**config.mk**
```make
export PLATFORM = sky130hd
export DESIGN_NAME = branch_ctrl
export DESIGN_NICKNAME = d
export VERILOG_FILES = /design/src/rtl/branch_pkg.sv /design/src/rtl/branch_unit.sv /design/src/rtl/branch_ctrl.sv
export SDC_FILE = /design/constraint.sdc
export NUM_CORES = 1
export LEC_CHECK = 0
export BUFFER_PORTS_ARGS = -buffer_cell sky130_fd_sc_hd__buf_2
export CORE_UTILIZATION = 47
export CTS_BUF_LIST = sky130_fd_sc_hd__clkbuf_8
export DETAILED_ROUTE_END_ITERATION = 10
export PLACE_DENSITY = 0.77
export SLEW_MARGIN = 20
export SYNTH_ARGS = -nofsm -noshare
export SYNTH_HDL_FRONTEND = slang
export SYNTH_SLANG_ARGS = --single-unit
```
**constraint.sdc**
```tcl
create_clock -name clk -period 1.88 [get_ports clk]
set_input_delay 0.188 -clock clk [delete_from_list [all_inputs] [get_ports clk]]
set_output_delay 0.188 -clock clk [all_outputs]
set_load 0.03 [all_outputs]
```
**src/rtl/branch_pkg.sv**
```systemverilog
// branch_pkg: shared FSM states, branch-kind encoding, widths and kind priority helper
package branch_pkg;
  localparam int CNT_W = 16;
  localparam int ADDR_W = 32;
  typedef enum logic [1:0] {IDLE, WAIT_OPS, RESOLVE, FLUSH} state_t;
  typedef enum logic [1:0] {NONE, BEQ, BNE, BGTZ} kind_t;
  function automatic kind_t pick_kind(input logic beq, input logic bne, input logic bgtz);
    return beq ? BEQ : bne ? BNE : bgtz ? BGTZ : NONE;
  endfunction
endpackage

```
**src/rtl/branch_unit.sv**
```systemverilog
// branch_unit: taken decision from one-hot kind flags (beq/bne/bgtz) and compare flags (zf/msb) -> br_sel
module branch_unit (
  input  logic beq,
  input  logic bne,
  input  logic bgtz,
  input  logic zf,
  input  logic msb,
  output logic br_sel
);
  assign br_sel = (beq & zf) | (bne & ~zf) | (bgtz & ~zf & ~msb);
endmodule

```
**src/rtl/branch_ctrl.sv**
```systemverilog
// branch_ctrl: ID-stage branch FSM; in: id_valid, beq_f/bne_f/bgtz_f, br_target, ops_ready, zf/msb; out: br_sel, pc_target, flush, stall, busy, branch_cnt/taken_cnt
module branch_ctrl
  import branch_pkg::*;
(
  input  logic              clk,
  input  logic              rst,
  input  logic              id_valid,
  input  logic              beq_f,
  input  logic              bne_f,
  input  logic              bgtz_f,
  input  logic [ADDR_W-1:0] br_target,
  input  logic              ops_ready,
  input  logic              zf,
  input  logic              msb,
  output logic              br_sel,
  output logic [ADDR_W-1:0] pc_target,
  output logic              flush,
  output logic              stall,
  output logic              busy,
  output logic [CNT_W-1:0]  branch_cnt,
  output logic [CNT_W-1:0]  taken_cnt
);
  state_t state;
  kind_t kind_q;
  logic [ADDR_W-1:0] tgt_q;
  logic [CNT_W-1:0] bcnt_q, tcnt_q;
  logic det, taken;
  assign det = id_valid & (beq_f | bne_f | bgtz_f);
  branch_unit u_bu (
    .beq(kind_q == BEQ),
    .bne(kind_q == BNE),
    .bgtz(kind_q == BGTZ),
    .zf(zf),
    .msb(msb),
    .br_sel(taken)
  );
  always_ff @(posedge clk) begin
    if (rst) begin
      state <= IDLE;
      kind_q <= NONE;
      tgt_q <= '0;
      bcnt_q <= '0;
      tcnt_q <= '0;
    end else begin
      case (state)
        IDLE: if (det) begin
          kind_q <= pick_kind(beq_f, bne_f, bgtz_f);
          tgt_q <= br_target;
          state <= ops_ready ? RESOLVE : WAIT_OPS;
        end
        WAIT_OPS: if (ops_ready) state <= RESOLVE;
        RESOLVE: begin
          state <= taken ? FLUSH : IDLE;
          if (~&bcnt_q) bcnt_q <= bcnt_q + CNT_W'(1);
          if (taken && ~&tcnt_q) tcnt_q <= tcnt_q + CNT_W'(1);
        end
        default: state <= IDLE;
      endcase
    end
  end
  // outputs are forced low while rst is held so an in-flight branch never leaks a pulse
  assign busy = ~rst & (state != IDLE);
  assign stall = ~rst & ((state == IDLE & det) | state == WAIT_OPS | state == RESOLVE);
  assign br_sel = ~rst & (state == FLUSH);
  assign flush = br_sel;
  assign pc_target = br_sel ? tgt_q : '0;
  assign branch_cnt = rst ? '0 : bcnt_q;
  assign taken_cnt = rst ? '0 : tcnt_q;
endmodule

```
### Word level (Yosys, flattened, before mapping)

Cells that the tools add are included.

| word-level totals | value |
|---|---|
| bits in registers | 68 |
| input bits | 41 |
| output and inout bits | 68 |
| word-level logic and storage cells | 55 |

| cells by class | value |
|---|---|
| add/subtract/negate cells | 2 |
| equal/unequal tests | 8 |
| mux-type cells | 11 |
| bitwise gates (word level) | 19 |
| reduce and logical (&&, ||, !) cells | 10 |

Operators by type and width:

| kind | count |
|---|---|
| $add A16 B1 Y16 const B | 2 |
| $mux W16 | 2 |
| $mux W32 | 1 |
| $reduce_and A16 Y1 | 2 |
| $mux W2 | 7 |
| $and A1 B1 Y1 | 9 |
| $eq A2 B2 Y1 const B | 4 |
| $reduce_and A2 Y1 | 4 |
| $or A1 B1 Y1 | 6 |
| $pmux W2 S3 | 1 |
| $eq A2 B1 Y1 const B | 2 |
| $ne A2 B2 Y1 const B | 2 |
| $not A1 Y1 | 4 |
| $logic_not A2 Y1 | 1 |
| $reduce_bool A2 Y1 | 1 |
| $logic_and A1 B1 Y1 | 1 |
| $logic_not A1 Y1 | 1 |

### Depth between registers and ports, before layout

Gate-level depths: netlist of run 1.

| logic depth | value |
|---|---|
| word-level depth | 7 |
| depth in mapped cells | 7 |

### By module

A second synthesis of run 1 with hierarchy kept.

| unflattened totals | value |
|---|---|
| cells, all modules | 425 |
| area total of the unflattened synthesis | 3369.5 um2 |

By module, submodules not included:

| module | times used | cells each | area an instance (um2) | sequential area each (um2) |
|---|---|---|---|---|
| branch_ctrl | 1 | 421 | 3348.2 | 1361.3 |
| branch_unit | 1 | 4 | 21.3 | 0.0 |

### Worst setup path after synthesis of run 1

OpenSTA, ideal clock, no wires.

| timing path | value |
|---|---|
| path kind | flip-flop to flip-flop |
| from | register tcnt_q[0] |
| to | register tcnt_q[15] |
| library setup time | 71 ps |
| arrival | 1865 ps |
| slack | -56 ps |
| cell stages (with the launch flop) | 8 |
| buffers on the path | 1 |
| period minus slack after synthesis | 1936 ps |
| path through | dfxtp_1 > ha_1 > nand2_1 > nor3_1 > or4_1 > buf_2 > or4_1 > a21oi_1 |

| between the ends | value |
|---|---|
| longest elaborated chain between the ends | 4 |
| elaborated cells on any way between the ends | 5 |
| classes of those cells | add/sub (1); reduce/logical (4) |

Ends and longest elaborated chain:

| item | line | RTL |
|---|---|---|
| start, declared | branch_ctrl.sv:26 | `logic [CNT_W-1:0] bcnt_q, tcnt_q;` |
| start signal, assigned | branch_ctrl.sv:55 | `if (taken && ~&tcnt_q) tcnt_q <= tcnt_q + CNT_W'(1);` |
| parallel branches: the longest is 4 deep, another holds $add A16 B1 Y16 | -- |  |

Parallel ways; which one is timed is not known.
A chain may end at the register's enable or synchronous reset.

### Worst setup path in the final report of run 1

| timing path | value |
|---|---|
| from | register tcnt_q[3] |
| to | register tcnt_q[15] |

The elaborated chain is that of the path after synthesis.

==> results of run 1 <==
-- cells by family after synthesis --
logic type,Yosys count,share of synthesized area [%]
AOI/OAI and AO/OA,47,7.67
and+or+nand+nor,244,38.4
xor gates and xnor gates,13,3.49
adders and majority gates,2,0.766
muxes,14,4.75
buffers and inverters,27,3.26
DFF,68,41.7
-- through the flow --
stage | instances | area, um^2
2_1_floorplan | 415 | 3270
3_3_place_gp | 619 | 4130
3_5_place_dp | 619 | 4130
4_1_cts | 635 | 4340
5_1_grt | 638 | 4440
6_report | 638 | 4440
-- layout make-up --
type	count	area share [%]
Tap cell	80	2.25
Inverter	3	0.253
Multi-Input combinational cell	320	42.1
Clock buffer	10	3.10
Timing Repair Buffer	151	20.0
Sequential cell	68	30.8
Clock inverter	6	1.44
-- cells in the final DEF (no fill, tap or decap), types with 2 or more instances in the layout --
| master | n |
|---|---|
| a21oi_1 | 37 |
| a21oi_2 | 3 |
| and2_1 | 32 |
| and3_1 | 6 |
| and4_1 | 2 |
| and4b_1 | 2 |
| buf_2 | 104 |
| buf_4 | 41 |
| clkbuf_4 | 4 |
| clkbuf_8 | 10 |
| dfxtp_1 | 62 |
| dfxtp_2 | 6 |
| inv_1 | 4 |
| mux2_2 | 11 |
| mux2i_1 | 2 |
| nand2_1 | 80 |
| nand3_1 | 8 |
| nand4_1 | 11 |
| nor2_1 | 38 |
| nor2b_1 | 30 |
| nor3_1 | 10 |
| nor3_2 | 3 |
| nor4_1 | 4 |
| nor4_4 | 2 |
| o21ai_0 | 2 |
| o31ai_1 | 2 |
| or2_2 | 2 |
| or3_1 | 2 |
| or4_1 | 3 |
| xnor2_1 | 12 |
-- metal layers --
layer,vias to the layer above,GRT usage (%),wire length [um]
li1,1676,-,-
met1,1525,27.3,3670
met2,88,34.2,3880
met3,13,4.09,332
met4,0,10.9,149
met5,-,0,0
-- synthesized netlist by cell type, types with 2 or more instances --
| master | n | area share, % |
|---|---|---|
| a21oi_1 | 40 | 6.1 |
| and2_1 | 32 | 6.1 |
| and3_1 | 6 | 1.1 |
| and4_1 | 2 | 0.54 |
| and4b_1 | 2 | 0.61 |
| buf_1 | 2 | 0.23 |
| clkbuf_1 | 20 | 2.3 |
| dfxtp_1 | 68 | 42 |
| ha_1 | 2 | 0.77 |
| inv_1 | 3 | 0.34 |
| mux2_2 | 11 | 3.8 |
| mux2i_1 | 2 | 0.61 |
| nand2_1 | 80 | 9.2 |
| nand2b_1 | 3 | 0.57 |
| nand3_1 | 8 | 1.2 |
| nand4_1 | 11 | 2.1 |
| nor2_1 | 38 | 4.4 |
| nor2b_1 | 30 | 5.7 |
| nor3_1 | 12 | 1.8 |
| nor4_1 | 6 | 1.1 |
| o21ai_0 | 2 | 0.31 |
| o31ai_1 | 2 | 0.46 |
| or2_2 | 2 | 0.38 |
| or3_1 | 3 | 0.57 |
| or4_1 | 4 | 0.92 |
| xnor2_1 | 12 | 3.2 |
-- final timing paths --
path | from | to | slack [ns] | cells past startpoint
max | tcnt_q[3]$_SDFFE_PP0P_ | tcnt_q[15]$_SDFFE_PP0P_ | 0.02 | 5
max reg2reg | tcnt_q[3]$_SDFFE_PP0P_ | tcnt_q[15]$_SDFFE_PP0P_ | 0.02 | 5
min | beq_f | kind_q[1]$_SDFFE_PP0P_ | 0.05 | 2
min reg2reg | tgt_q[28]$_SDFFE_PP0P_ | tgt_q[28]$_SDFFE_PP0P_ | 0.45 | 2
-- worst register-to-register path, stage by stage, from the launching register on --
cell,delay (ns)
dfxtp_1,0.34
and4_4,0.22
nand4_1,0.11
or4_4,0.48
or4_1,0.48
a21oi_1,0.15
-- registers in the layout (all words and copies together), names as in the netlist --
register  flops
tgt_q        32
kind_q        2
tcnt_q       16
bcnt_q       16
state         2
-- power by group through the flow --
stage | logic, mW | clock network, mW | registers, mW
final | 0.305 | 1.23 | 1.52
after global routing | 0.338 | 1.31 | 1.53
after CTS | 0.296 | 1.25 | 1.52
after detailed placement | 0.294 | 0 | 1.55
after global placement | 0.287 | 0 | 1.55
after floorplan | 0.172 | 0 | 1.55
-- timing repair --
item                       CTS  global route
pin swaps                    0             5
setup endpoints to repair    4            43
resized for setup            3            22
setup buffers                0             3
==> reports/results.ini, run 1 <==
[finish]
nets = 596
drive_gt1_share_pct = 36.0
antenna-diode-count = 0
multiInputGateArea_um2 = 1870
area_growth_pct = 36.1
final-seq-area_um2 = 1370
finalCoreUtilization_pct = 65.8
fill_cells = 594

[sta]
post-route-min-period_ns = 1.86
hold_ws_ns = 0.0545
rsz0062_at_grt = true
slew_violations = 0
totalNegativeSetupSlack_ns = 0
finalCritPeriodShare_pct = 98.7
fmax_ghz = 0.539
clock_skew_ns = 0.0143
slew_headroom_pct = 70.4
tightest_slew_ns = 0.443
hold_violations = 0
setup_viol = 0
fin_ws_ns = 0.0241

[setup_path]
critical_path.max_fanout = 6
cp_num_buf_inv = 0
required_ns = 2.15
crit_family = simple AND/OR/NAND/NOR gates
max_stage_delay_ns = 0.48
critical_path.slowest_cell = or4_4
cp-end-kind = flip-flop
crit_arrival_ns = 2.12
worstPathCellList = and4_4, nand4_1, or4_4, or4_1, a21oi_1
path_class = flip-flop to flip-flop
start_kind = flip-flop

[placement]
post-place-ws_ns = -0.0391
place.gp.congestion = 0.836
dpl.hpwl_um = 5710
port_buffers = 108

[synthesis]
synthArstFlopShare_pct = 0
synth_ff_type = dfxtp_1
syn_inst = 415
synth_area_per_cell_um2 = 7.87
synth_edf_count = 0
syn_area_um2 = 3260
synth-seq-cells = 68
synth_cell_types = 38
syn_nets = 458
yosysWarnings = 0
yosysSeqAreaShare_pct = 41.7

[routing]
first_iter_violations = 120
drc = 0
final_antenna_net_count = 0
via_count = 3302
wl_per_cell_um = 12.6
dr.pass1.iters = 4
wl_um = 8030
viasPerCell = 5.18

[global_routing]
grt_overflow_total = 0
grt_max_degree = 62
antenna_found_initial = 0
grt_pass1_wl_um = 12400
grt_use_total_pct = 21.3
grt_pass1_vias = 2802

[pwr]
vdd_drop_max_uv = 451
p_per_area_nw_per_um2 = 687
p_seq_share_pct = 49.8
clkPwrFrac_pct = 40.3
p_leak_nw = 2.03
p_switching_mw = 0.783
fin_total_pwr_mw = 3.06
p_sw_share_pct = 25.6
internal_power_mw = 2.27
combPwrFrac_pct = 10.0

[floorplanning]
die_area_um2 = 7280
std_cell_rows = 30
die_h_um = 85.3
start_util_pct = 48.3
core-area_um2 = 6760
fp.dieW_um = 85.3
pin_count = 109

[clock_tree]
clk_pin_slew_worst_paths_ns = 0.08
cts-root-buf = clkbuf_8
htreeDepth = 3
clk_latency_ns = 0.35
max-clock-path-buffers = 2
ctsHoldBuffers = 0
numCtsBuffers = 9
cts_tree = yes
cts.sinks = 68

[job]
drv_cap = 0

[outcome]
status = finished clean

[min_path]
min_path_type = primary input to flip-flop

(Power assumes the default switching activity.)
==> inputs of run 2 (changes only) <==
- CORE_MARGIN: default -> 3
==> reports/results.ini, run 2 (same netlist as run 1, synthesis figures left out) <==
[sta]
fmax_ghz = 0.525
post-route-min-period_ns = 1.90
hold_violations = 0
fin_ws_ns = -0.0238
clock_skew_ns = 0.00866
slew_headroom_pct = 74.2
finalCritPeriodShare_pct = 101
tightest_slew_ns = 0.383
setup_viol = 1
totalNegativeSetupSlack_ns = -0.0238
rsz0062_at_grt = true
slew_violations = 0

[finish]
fin_cells = 637
finalInstanceArea_um2 = 4440
final_cell_mix = buf_2 (105), nand2_1 (80), dfxtp_1 (61)
area_growth_pct = 36.1
largest_reg_flops = 32
fill_cells = 565
nets = 598
antenna-diode-count = 0
final_common_cell = buf_2
max_flop_register = tgt_q
largestRegisters = tgt_q x32, bcnt_q x16, tcnt_q x16
drive_gt1_share_pct = 36.1

[pwr]
clkPwrFrac_pct = 39.1
fin_total_pwr_mw = 2.99
vdd_drop_max_uv = 366
combPwrFrac_pct = 10.1
p_seq_share_pct = 50.8
p_sw_share_pct = 25.5
p_switching_mw = 0.763
internal_power_mw = 2.23
p_leak_nw = 2.02
p_per_area_nw_per_um2 = 673

[clock_tree]
cts.sinks = 68
ctsHoldBuffers = 0
clk_latency_ns = 0.34
numCtsBuffers = 9
clk_pin_slew_worst_paths_ns = 0.08
cts_tree = yes
max-clock-path-buffers = 2
cts-root-buf = clkbuf_8
htreeDepth = 3

[outcome]
violations = negative setup slack
status = finished, violations left

[setup_path]
crit_arrival_ns = 2.18
max_stage_delay_ns = 0.50
cp_common_cell = or4_4
start_kind = flip-flop
cp_num_buf_inv = 0
critical_path.slowest_cell = or4_4
worstPathCellList = and4_4, nand4_1, or4_4, or4_4, a21oi_2
crit_family = simple AND/OR/NAND/NOR gates
required_ns = 2.16
cp-end-kind = flip-flop
critical_path.max_fanout = 6
path_class = flip-flop to flip-flop

[floorplanning]
die_h_um = 89.3
fp.dieW_um = 89.3
core-area_um2 = 6530
std_cell_rows = 29
start_util_pct = 50.0
pin_count = 109
die_area_um2 = 7980

[routing]
via_count = 3223
dr.pass1.iters = 4
viasPerCell = 5.06
first_iter_violations = 123
final_antenna_net_count = 0
drc = 0
wl_um = 8230
wl_per_cell_um = 12.9

[global_routing]
antenna_found_initial = 0
grt_pass1_wl_um = 12700
grt_use_total_pct = 20.1
grt_overflow_total = 0
grt_max_degree = 62
grt_pass1_vias = 2865

[placement]
dpl_cell_area_um2 = 4120
post-place-ws_ns = -0.0684
dp_cells = 616
port_buffers = 108
dpl.hpwl_um = 6080
place.gp.congestion = 0.819

[job]
drv_cap = 0

[min_path]
min_path_type = primary input to flip-flop

## run 2: repair_timing
action                                  4_1_cts  5_1_grt
pin swaps                                     0        9
gates resized for setup                       2       24
endpoints found under the setup margin        4       44
setup buffers                                 0        5
## run 2: worst paths after layout
| check | cells after the start | endpoint | slack, ns | from |
|---|---|---|---|---|
| min | 2 | kind_q[1]$_SDFFE_PP0P_ | 0.07 | beq_f |
| max | 5 | tcnt_q[15]$_SDFFE_PP0P_ | -0.02 | tcnt_q[3]$_SDFFE_PP0P_ |
| max reg2reg | 5 | tcnt_q[15]$_SDFFE_PP0P_ | -0.02 | tcnt_q[3]$_SDFFE_PP0P_ |
| min reg2reg | 2 | tgt_q[4]$_SDFFE_PP0P_ | 0.45 | tgt_q[4]$_SDFFE_PP0P_ |
## run 2: through the flow
step | util, % | hold slack, ns
after floorplan | - | 0.297
after global placement | 63.1 | 0.424
after detailed placement | 63.1 | 0.413
after CTS | 66.1 | 0.0500
after global routing | 68.0 | 0.0656
final | 68.0 | 0.0667
## run 2: metal layers
metal  share of wire, %  up-vias  wire length (um)  track usage, %
met5                  0        -                 0               0
met4               0.81        0                67            7.17
met3                5.6        6               461            5.25
met2                 49       84              4000            32.2
met1                 45     1451              3700            26.1
li1                   -     1682                 -               -
## run 2: final cells by class
| type | count | area (um^2) | area share (%) |
|---|---|---|---|
| Timing Repair Buffer | 153 | 906 | 20.4 |
| Sequential cell | 68 | 1370 | 30.9 |
| Tap cell | 77 | 96.3 | 2.17 |
| Clock buffer | 9 | 124 | 2.79 |
| Inverter | 3 | 11.3 | 0.254 |
| Clock inverter | 7 | 67.6 | 1.52 |
| Multi-Input combinational cell | 320 | 1860 | 42.0 |
## run 2: power groups by stage
stage               clock network (mW)  registers [mW]  logic (mW)
floorplan                            0            1.55       0.172
global placement                     0            1.55       0.291
detailed placement                   0            1.55       0.298
CTS                               1.19            1.52       0.299
global route                      1.26            1.53       0.337
finish                            1.17            1.52       0.301
==> inputs of run 3 (changes only) <==
- ABC_AREA: default -> 1
- CORE_UTILIZATION: 47 -> 48
- SETUP_SLACK_MARGIN: default -> 0.05
==> reports/results.ini, run 3 <==
[floorplanning]
core-area_um2 = 7330
die_area_um2 = 8750
pin_count = 109
fp.dieW_um = 93.5
die_h_um = 93.5
start_util_pct = 50.2
std_cell_rows = 31

[finish]
nets = 718
finalCoreUtilization_pct = 62.2
largestRegisters = tgt_q x32, bcnt_q x16, tcnt_q x16
max_flop_register = tgt_q
final_common_cell = nor2_1
drive_gt1_share_pct = 24.4
fill_cells = 674
area_growth_pct = 23.9
antenna-diode-count = 0
final_cell_mix = nor2_1 (116), nand2_1 (109), buf_2 (104)
largest_reg_flops = 32

[clock_tree]
max-clock-path-buffers = 2
ctsHoldBuffers = 0
cts_tree = yes
numCtsBuffers = 9
cts.sinks = 68
cts-root-buf = clkbuf_8
clk_latency_ns = 0.34
clk_pin_slew_worst_paths_ns = 0.07
htreeDepth = 3

[pwr]
p_sw_share_pct = 24.6
combPwrFrac_pct = 11.0
fin_total_pwr_mw = 3.34
p_switching_mw = 0.820
vdd_drop_max_uv = 693
p_seq_share_pct = 46.5
p_leak_nw = 1.99
clkPwrFrac_pct = 42.5
internal_power_mw = 2.52
p_per_area_nw_per_um2 = 732

[routing]
wl_per_cell_um = 11.3
drc = 0
final_antenna_net_count = 0
via_count = 3760
first_iter_violations = 178
wl_um = 8800
dr.pass1.iters = 7
viasPerCell = 4.83

[placement]
port_buffers = 108
dpl.hpwl_um = 6460
post-place-ws_ns = 0.110
place.gp.congestion = 0.879

[global_routing]
top_usage_layer = met2
grt_overflow_total = 0
grtUsageMet3_pct = 5.71
grt_pass1_wl_um = 15000
met1_usage_pct = 27.6
grt_pass1_vias = 3427
met2_usage_pct = 33.1
antenna_found_initial = 0
grt_use_total_pct = 20.9
grt_max_degree = 57

[setup_path]
crit_cells = 5
crit_arrival_ns = 1.56
critical_path.max_fanout = 32
path_class = flip-flop to output port
cp_num_buf_inv = 3
crit_family = buffers and inverters
required_ns = 1.69
critical_path.slowest_cell = dfxtp_2
max_stage_delay_ns = 0.39
start_kind = flip-flop
reg2regPathDepth = 8
worstPathCellList = inv_1, nor3_4, inv_6, nor2_1, buf_2
cp-end-kind = output port

[sta]
tightest_slew_ns = 0.594
setup_viol = 0
finalCritPeriodShare_pct = 92.8
hold_violations = 0
clock_skew_ns = 0.0103
slew_violations = 0
rsz0062_at_grt = true
slew_headroom_pct = 60.4
fin_ws_ns = 0.135
totalNegativeSetupSlack_ns = 0
post-route-min-period_ns = 1.75
hold_ws_ns = 0.117
fmax_ghz = 0.573

[min_path]
min_path_type = primary input to flip-flop
whs_path_depth = 3

[synthesis]
synth_area_leaders = dfxtp_1 (37%), nor2_1 (12%), nand2_1 (11%)
syn_area_um2 = 3680
synth_area_per_cell_um2 = 6.44
synth_most_common_cell = nor2_1
synthArstFlopShare_pct = 0
syn_inst = 571
synthTopCellsByCount = nor2_1 (116), nand2_1 (110), inv_1 (76)
synth_edf_count = 0
syn_nets = 614
synth_cell_types = 30
yosysWarnings = 0
synth-seq-cells = 68
synth_top_cell_area_share_pct = 37.0
yosysTopAreaCell = dfxtp_1
yosysSeqAreaShare_pct = 37.0
synth_ff_type = dfxtp_1

[outcome]
status = finished clean

[job]
drv_cap = 0

==> run 3: changes by cell type after synthesis, moves of 10 or more <==
cell / before / now
a21oi_1: 40 / 50
nor2b_1: 30 / 0
o21ai_0: 2 / 40
and2_1: 32 / 0
nor2_1: 38 / 116
xnor2_1: 12 / 0
nand3_1: 8 / 23
a21oi_2: 0 / 10
mux2_2: 11 / 0
inv_1: 3 / 76
nand2_1: 80 / 110
==> run 3: logic make-up (layout without fill, tap and decap cells) <==
group | Yosys count | count (layout) | share of synthesized area, %
AND/OR/NAND/NOR | 276 | 276 | 32.1
flip-flops | 68 | 68 | 37.0
AO/OA/AOI/OAI | 112 | 112 | 16.5
adder cells (fa/ha/maj) | 2 | 2 | 0.680
buffers and inverters | 105 | 214 | 11.9
XOR/XNOR | 8 | 8 | 1.90
==> run 3: what timing repair did <==
item,4_1_cts,5_1_grt
hold endpoints to repair,0,0
resized for setup,3,6
endpoints found under the setup margin,32,45
pin swaps,0,1
setup buffers,0,1
==> run 3: cell type report <==
class | count | area, um^2 | share of cell area [%]
tap | 99 | 124 | 2.72
clock inverter | 7 | 108 | 2.36
inverter | 81 | 317 | 6.95
multi-input combinational | 398 | 1900 | 41.8
sequential | 68 | 1360 | 29.9
clock buffer | 9 | 124 | 2.72
timing repair buffer | 117 | 618 | 13.6
==> run 3: path summary, 6_finish.rpt <==
check / from / to / slack [ns]
setup / recovery: state[0]$_SDFFE_PP0P_ / pc_target[12] / 0.13
hold / removal: br_target[14] / tgt_q[14]$_SDFFE_PP0P_ / 0.12
setup reg to reg: bcnt_q[0]$_SDFFE_PP0P_ / bcnt_q[14]$_SDFFE_PP0P_ / 0.23
hold reg to reg: tgt_q[18]$_SDFFE_PP0P_ / tgt_q[18]$_SDFFE_PP0P_ / 0.45
==> run 3: metal layers <==
layer	share of wire (%)	up-vias
li1	-	1987
met1	47	1654
met2	44	111
met3	7.3	8
met4	1.2	0
met5	0	-
==> run 3: worst min-delay path, delay by kind of cell <==
family,cells,cell delay [ns]
buf+inv,1,0.07
compound gates,2,0.16
==> run 3: power by group through the flow <==
| stage | logic (mW) | clock network, mW | registers (mW) |
|---|---|---|---|
| global placement | 0.353 | 0 | 1.58 |
| global route | 0.422 | 1.51 | 1.56 |
| floorplan | 0.258 | 0 | 1.58 |
| detailed placement | 0.363 | 0 | 1.59 |
| CTS | 0.364 | 1.45 | 1.55 |
| finish | 0.366 | 1.42 | 1.55 |
==> run 3: per-stage QoR <==
step,cell area (um^2),std cells
2_1_floorplan,3690,571
3_3_place_gp,4290,762
3_5_place_dp,4290,762
4_1_cts,4530,778
5_1_grt,4560,779
6_report,4560,779
